## config.mk

```make
export PLATFORM = sky130hd
export DESIGN_NAME = enc32to5_seq_flat
export DESIGN_NICKNAME = d
export VERILOG_FILES = /design/src/rtl/enc32to5_seq_pkg.sv /design/src/rtl/enc32to5_seq_if.sv /design/src/rtl/enc32to5_seq_prio.sv /design/src/rtl/enc32to5_seq.sv /design/src/flat_wrapper.sv
export SDC_FILE = /design/constraint.sdc
export NUM_CORES = 1
export LEC_CHECK = 0
export ABC_AREA = 1
export BUFFER_PORTS_ARGS = -buffer_cell sky130_fd_sc_hd__buf_2
export CELL_PAD_IN_SITES_DETAIL_PLACEMENT = 1
export CELL_PAD_IN_SITES_GLOBAL_PLACEMENT = 1
export CORE_ASPECT_RATIO = 1.5
export CORE_MARGIN = 4
export CORE_UTILIZATION = 34
export DETAILED_ROUTE_END_ITERATION = 12
export GPL_TIMING_DRIVEN = 0
export PLACE_DENSITY = 0.88
export SYNTH_ARGS = -nofsm -noshare
export SYNTH_HDL_FRONTEND = slang
export SYNTH_HIERARCHICAL = 1
export SYNTH_SLANG_ARGS = --single-unit
```

## constraint.sdc

```tcl
create_clock -name clk -period 3 [get_ports clk]
set_clock_uncertainty 0.05 [all_clocks]
set_input_delay 0.9 -clock clk [delete_from_list [all_inputs] [get_ports clk]]
set_output_delay 0.9 -clock clk [all_outputs]
set_load 0.005 [all_outputs]
```

## src/rtl/enc32to5_seq_pkg.sv

```systemverilog
// rtl/enc32to5_seq_pkg.sv - shared sizes, FSM state type and bit-scan helpers for the 32-to-5 encoder
package enc_pkg;

  localparam int ENC_N = 32;
  localparam int ENC_W = 5;

  typedef enum logic {
    IDLE = 1'b0,
    EMIT = 1'b1
  } enc_state_t;

  // Index of the lowest set bit; 0 when the vector is empty
  function automatic logic [ENC_W-1:0] lowest_set(input logic [ENC_N-1:0] v);
    logic [ENC_W-1:0] idx;
    idx = '0;
    for (int i = ENC_N - 1; i >= 0; i--) begin
      if (v[i]) idx = ENC_W'(i);
    end
    return idx;
  endfunction

  // Number of set bits, wide enough to hold ENC_N
  function automatic logic [ENC_W:0] popcount(input logic [ENC_N-1:0] v);
    logic [ENC_W:0] cnt;
    cnt = '0;
    for (int i = 0; i < ENC_N; i++) begin
      cnt = cnt + (ENC_W+1)'(v[i]);
    end
    return cnt;
  endfunction

endpackage

```

## src/rtl/enc32to5_seq_if.sv

```systemverilog
// rtl/enc32to5_seq_if.sv - load/emit handshake bundle; CNT present only with ENC_REMAIN_CNT_EN
interface enc32to5_seq_if;
  import enc_pkg::*;

  logic [ENC_N-1:0] D;
  logic             load;
  logic             busy;
  logic [ENC_W-1:0] A;
  logic             valid;
  logic             ready;
  logic             done;
`ifdef ENC_REMAIN_CNT_EN
  logic [ENC_W:0]   CNT;

  modport master (output D, load, ready, input busy, A, valid, done, CNT);
  modport slave  (input D, load, ready, output busy, A, valid, done, CNT);
`else
  modport master (output D, load, ready, input busy, A, valid, done);
  modport slave  (input D, load, ready, output busy, A, valid, done);
`endif

endinterface

```

## src/rtl/enc32to5_seq_prio.sv

```systemverilog
// rtl/enc32to5_seq_prio.sv - combinational lowest-set-bit encoder, 32 lines to 5-bit index
module prio_enc32to5
  import enc_pkg::*;
(
  input  logic [ENC_N-1:0] in,
  output logic [ENC_W-1:0] idx,
  output logic             any
);

  // Lowest index wins so addresses come out in ascending order
  always_comb begin
    idx = lowest_set(in);
    any = |in;
  end

endmodule

```

## src/rtl/enc32to5_seq.sv

```systemverilog
// rtl/enc32to5_seq.sv - sequential 32-to-5 encoder draining a captured vector lowest bit first (option ENC_REMAIN_CNT_EN)
module enc32to5_seq
  import enc_pkg::*;
(
  input  logic               clk,
  input  logic               rst,
  enc32to5_seq_if.slave      bus
);

  enc_state_t       state_q, state_d;
  logic [ENC_N-1:0] pending_q, pending_d;
  logic             done_q, done_d;
  logic [ENC_W-1:0] low_idx;
  logic             low_any;
  logic [ENC_N-1:0] cleared;
  logic             emit_w;
  logic             hs;
`ifdef ENC_REMAIN_CNT_EN
  logic [ENC_W:0]   cnt_q, cnt_d;
`endif

  prio_enc32to5 u_prio (
    .in  (pending_q),
    .idx (low_idx),
    .any (low_any)
  );

  // EMIT always holds a non-empty vector, so low_any only confirms it
  assign emit_w    = (state_q == EMIT) && low_any;
  assign hs        = emit_w && bus.ready;
  assign cleared   = pending_q & ~(ENC_N'(1) << low_idx);

  assign bus.busy  = (state_q == EMIT);
  assign bus.valid = emit_w;
  assign bus.A     = emit_w ? low_idx : '0;
  assign bus.done  = done_q;
`ifdef ENC_REMAIN_CNT_EN
  assign bus.CNT   = cnt_q;
`endif

  // Next-state: capture on load in IDLE, retire one bit per handshake in EMIT
  always_comb begin
    state_d   = state_q;
    pending_d = pending_q;
    done_d    = 1'b0;
`ifdef ENC_REMAIN_CNT_EN
    cnt_d     = cnt_q;
`endif
    case (state_q)
      IDLE: begin
        if (bus.load) begin
          if (bus.D != '0) begin
            pending_d = bus.D;
            state_d   = EMIT;
`ifdef ENC_REMAIN_CNT_EN
            cnt_d     = popcount(bus.D);
`endif
          end else begin
            done_d = 1'b1;
          end
        end
      end
      EMIT: begin
        if (hs) begin
          pending_d = cleared;
`ifdef ENC_REMAIN_CNT_EN
          cnt_d     = cnt_q - 1'b1;
`endif
          if (cleared == '0) begin
            state_d = IDLE;
            done_d  = 1'b1;
          end
        end
      end
      default: begin
        state_d   = IDLE;
        pending_d = '0;
      end
    endcase
  end

  // State registers; reset drops any in-flight vector without a done pulse
  always_ff @(posedge clk) begin
    if (rst) begin
      state_q   <= IDLE;
      pending_q <= '0;
      done_q    <= 1'b0;
    end else begin
      state_q   <= state_d;
      pending_q <= pending_d;
      done_q    <= done_d;
    end
  end

`ifdef ENC_REMAIN_CNT_EN
  // Remaining-index counter, zero whenever the block is idle
  always_ff @(posedge clk) begin
    if (rst) begin
      cnt_q <= '0;
    end else begin
      cnt_q <= cnt_d;
    end
  end
`endif

endmodule

```

## src/flat_wrapper.sv

```systemverilog
// flat-port wrapper written by rule: the top's interface ports become plain ports
module enc32to5_seq_flat import enc_pkg::*;
  (clk, rst, bus_D, bus_load, bus_ready, bus_busy, bus_A, bus_valid, bus_done);
  enc32to5_seq_if bus_i ();
  input  logic clk;
  input  logic rst;
  input wire logic [$bits(bus_i.D)-1:0] bus_D;
  input wire logic [$bits(bus_i.load)-1:0] bus_load;
  input wire logic [$bits(bus_i.ready)-1:0] bus_ready;
  output wire logic [$bits(bus_i.busy)-1:0] bus_busy;
  output wire logic [$bits(bus_i.A)-1:0] bus_A;
  output wire logic [$bits(bus_i.valid)-1:0] bus_valid;
  output wire logic [$bits(bus_i.done)-1:0] bus_done;
  assign bus_i.D = bus_D;
  assign bus_i.load = bus_load;
  assign bus_i.ready = bus_ready;
  assign bus_busy = bus_i.busy;
  assign bus_A = bus_i.A;
  assign bus_valid = bus_i.valid;
  assign bus_done = bus_i.done;
  enc32to5_seq u_core (.clk(clk), .rst(rst), .bus(bus_i));
endmodule
```

==> results by group <==
STA
  • Period minus WS final: 4.03 ns
  • Highest Clock Rate: roughly 250 MHz
  • Max-slew violation total from the final report: 0
  • Hold slack: 0.518 ns
  • Slew HR: 0.587
  • Period utilisation layout: 1.34
  • Final hold vios: 0
  • Final setup violation count: 40
  • RSZ-0062 raised after global routing: yes
  • Tightest Pin Transition: 0.620 ns
  • Setup ws final: -1.03 ns

Floorplan
  • Row cnt: 39
  • Core ar.: between 7000 and 8000 µm²
  • Die H: approximately 120 µm
  • Die Span X: 80.4 µm
  • Total die area: 9360 µm²
  • Starting density of the core: 0.351
  • I/O Pins: 44

Worst setup path
  • Worst Path Max Fanout: 7
  • Largest stage delay, worst path: 0.35 ns
  • Worst path arrival time: 4.17 ns
  • CP max-delay cell: dfxtp_2
  • Crit end category: flip-flop
  • Worst EP required: approximately 3.1 ns
  • CP Class: reg2reg
  • Top cell by count, worst path: nand2_1
  • CP startpoint kind: flip-flop

Power
  • Leakage: 1.73 nW
  • VDD IR max: 266 µV
  • Pwr dens: 594 nW/µm²

GRT
  • Vias in the first global route: between 3000 and 4000
  • Pin count of the biggest net entering global routing: 11
  • First-pass GRT wire length: 19.4 mm
  • Total track usage: 0.273
  • Initial antenna violation count: 0
  • Grt ovf: 0

Clock tree
  • CTS buffer count: 5
  • Clk slew on worst S/H paths: roughly 0.06 ns
  • Clock Tree Root: clkbuf_16
  • Hold bufs inserted after CTS: 0
  • H-tree levels: 2
  • Clk Latency, worst-skew pair: ~0.29 ns
  • CTS tree: built
  • CTS Buffer Depth: 2
  • Num Clock Sinks: 34

Logic synthesis
  • Mapped Area: 2670 µm²
  • Synthesized Nets: 514
  • Sequential area share after synthesis: 0.255
  • Number of synthesized flops with an enable pin: 0
  • #FFs+latches synth: 34
  • Ys Warns: 6
  • Synth unique cells: 32
  • Post-Syn Instances: 478
  • Avg Cell Area, Syn: 5.59 µm²
  • FFs w/ async S/R, synth: 0
  • Ys flop type: dfxtp_1

Final layout
  • Syn-to-layout area delta: 37.9%
  • Fraction of layout cells with a size suffix above 1: 0.302
  • Final Non-Filler Cells: around 660
  • Most frequent cells in the layout: nand2_1 (117), nor2_1 (105), buf_2 (48), o21ai_0 (48), buf_4 (32)
  • Layout Nets: 597
  • Most common cell after layout, fill and taps aside: nand2_1
  • Diode count: 0

Routing
  • Drt via density: 5.85
  • Residual DRC count: 0
  • Drt initial violations: 330
  • Total Wirelength: 14.8 mm
  • Vias: a little under 4000
  • Antenna Nets Post-Route: 0
  • DR WL/cell: 22.2 µm
  • Drt pass-1 iters: 5

Flow run
  • Max-cap violations: 0

Placement
  • PortBufs: 43
  • GPL Wtd Cong: between 0.9 and 1
  • Inst Count DP: just over 600
  • DP HPWL: 7.71 mm

Run status
  • Failing checks: setup timing
  • Status: complete, but fails checks

Worst hold path
  • Hold Crit Class: reg2reg
[Yosys cell counts (2+ instances only)]
library cell | number | area, µm²
o21ai_1 | 10 | 50.1
nor4_1 | 2 | 12.5
nor2_1 | 109 | 409
nor2_4 | 4 | 45.0
nand3_1 | 16 | 80.1
buf_1 | 2 | 7.51
o21ai_0 | 65 | 325
nand3_2 | 2 | 20.0
nand2_1 | 127 | 477
nor2_2 | 2 | 12.5
inv_2 | 13 | 48.8
nand4_1 | 16 | 100
clkbuf_1 | 10 | 37.5
nand2_2 | 3 | 18.8
inv_1 | 31 | 116
buf_4 | 6 | 45.0
a21oi_1 | 3 | 15.0
a21oi_2 | 2 | 17.5
clkinv_1 | 2 | 7.51
nor3_1 | 3 | 15.0
dfxtp_1 | 34 | 681
bufinv_8 | 2 | 35.0
buf_2 | 5 | 25.0
[critical path: cells and delay by family, from the launching register on]
kind	cells	cell delay (ns)
simple gates	38	3.10
buf+inv	3	0.30
flops	1	0.35
compound gates	2	0.11
[cell type report]
type                       instances  area [µm²]
tap                              102         128
fill                            1077        3930
sequential                        34         691
multi-input combinational        373        1890
timing repair buffer              76         489
inverter                          48         208
clock buffer                       8         166
buffer                            23         115
[routing by layer]
metal,share of wire,global-route usage,vias up
met5,0,0,-
met4,0.10,0.213,0
met3,0.073,0.0424,118
met2,0.49,0.496,230
met1,0.34,0.273,1847
li1,-,-,1689
[registers in the layout (all words and copies together), names as in the netlist]
name,count
u_core/bus.busy,1
u_core/bus.done,1
u_core/pending_q,32
[power breakdown]
part           internal (mW)  switching, mW
Sequential             0.501         0.0679
Combinational          0.370          0.652
Clock                  0.376          0.219
Total                   1.25          0.939
[worst paths after layout]
kind                                      from                         end  slack (ns)  depth (start not counted)
max          u_core/pending_q[30]$_SDFFE_PP0P_  u_core/bus.busy$_SDFF_PP0_       -1.03                         43
min                 u_core/bus.busy$_SDFF_PP0_  u_core/bus.busy$_SDFF_PP0_        0.52                          2
max reg2reg  u_core/pending_q[30]$_SDFFE_PP0P_  u_core/bus.busy$_SDFF_PP0_       -1.03                         43
min reg2reg         u_core/bus.busy$_SDFF_PP0_  u_core/bus.busy$_SDFF_PP0_        0.52                          2
[stage by stage]
stage	instance area [µm²]	setup slack [ns]	setup TNS, ns	utilization	power (mW)
floorplan	2680	0.0363	0	-	1.00
global placement	3020	-0.516	-4.48	0.397	1.17
detailed placement	3020	-0.642	-8.17	0.397	1.20
CTS	3430	-0.564	-6.19	0.451	1.90
global route	3680	-1.28	-30.17	0.484	2.27
finish	3680	-1.03	-22.51	0.484	2.19
[timing repair]
item | 4_1_cts | 5_1_grt
setup endpoints to repair | 39 | 40
setup buffers | 16 | 18
resized for setup | 43 | 39
gates cloned | 0 | 0
pin swaps | 24 | 49
[cells by family after synthesis]
logic type      count (synthesis)  synth area share
compound gates                 87             0.173
buf+inv                        71             0.121
flops                          34             0.255
simple gates                  286             0.451
Note: power is estimated with default switching activity, not from simulation.
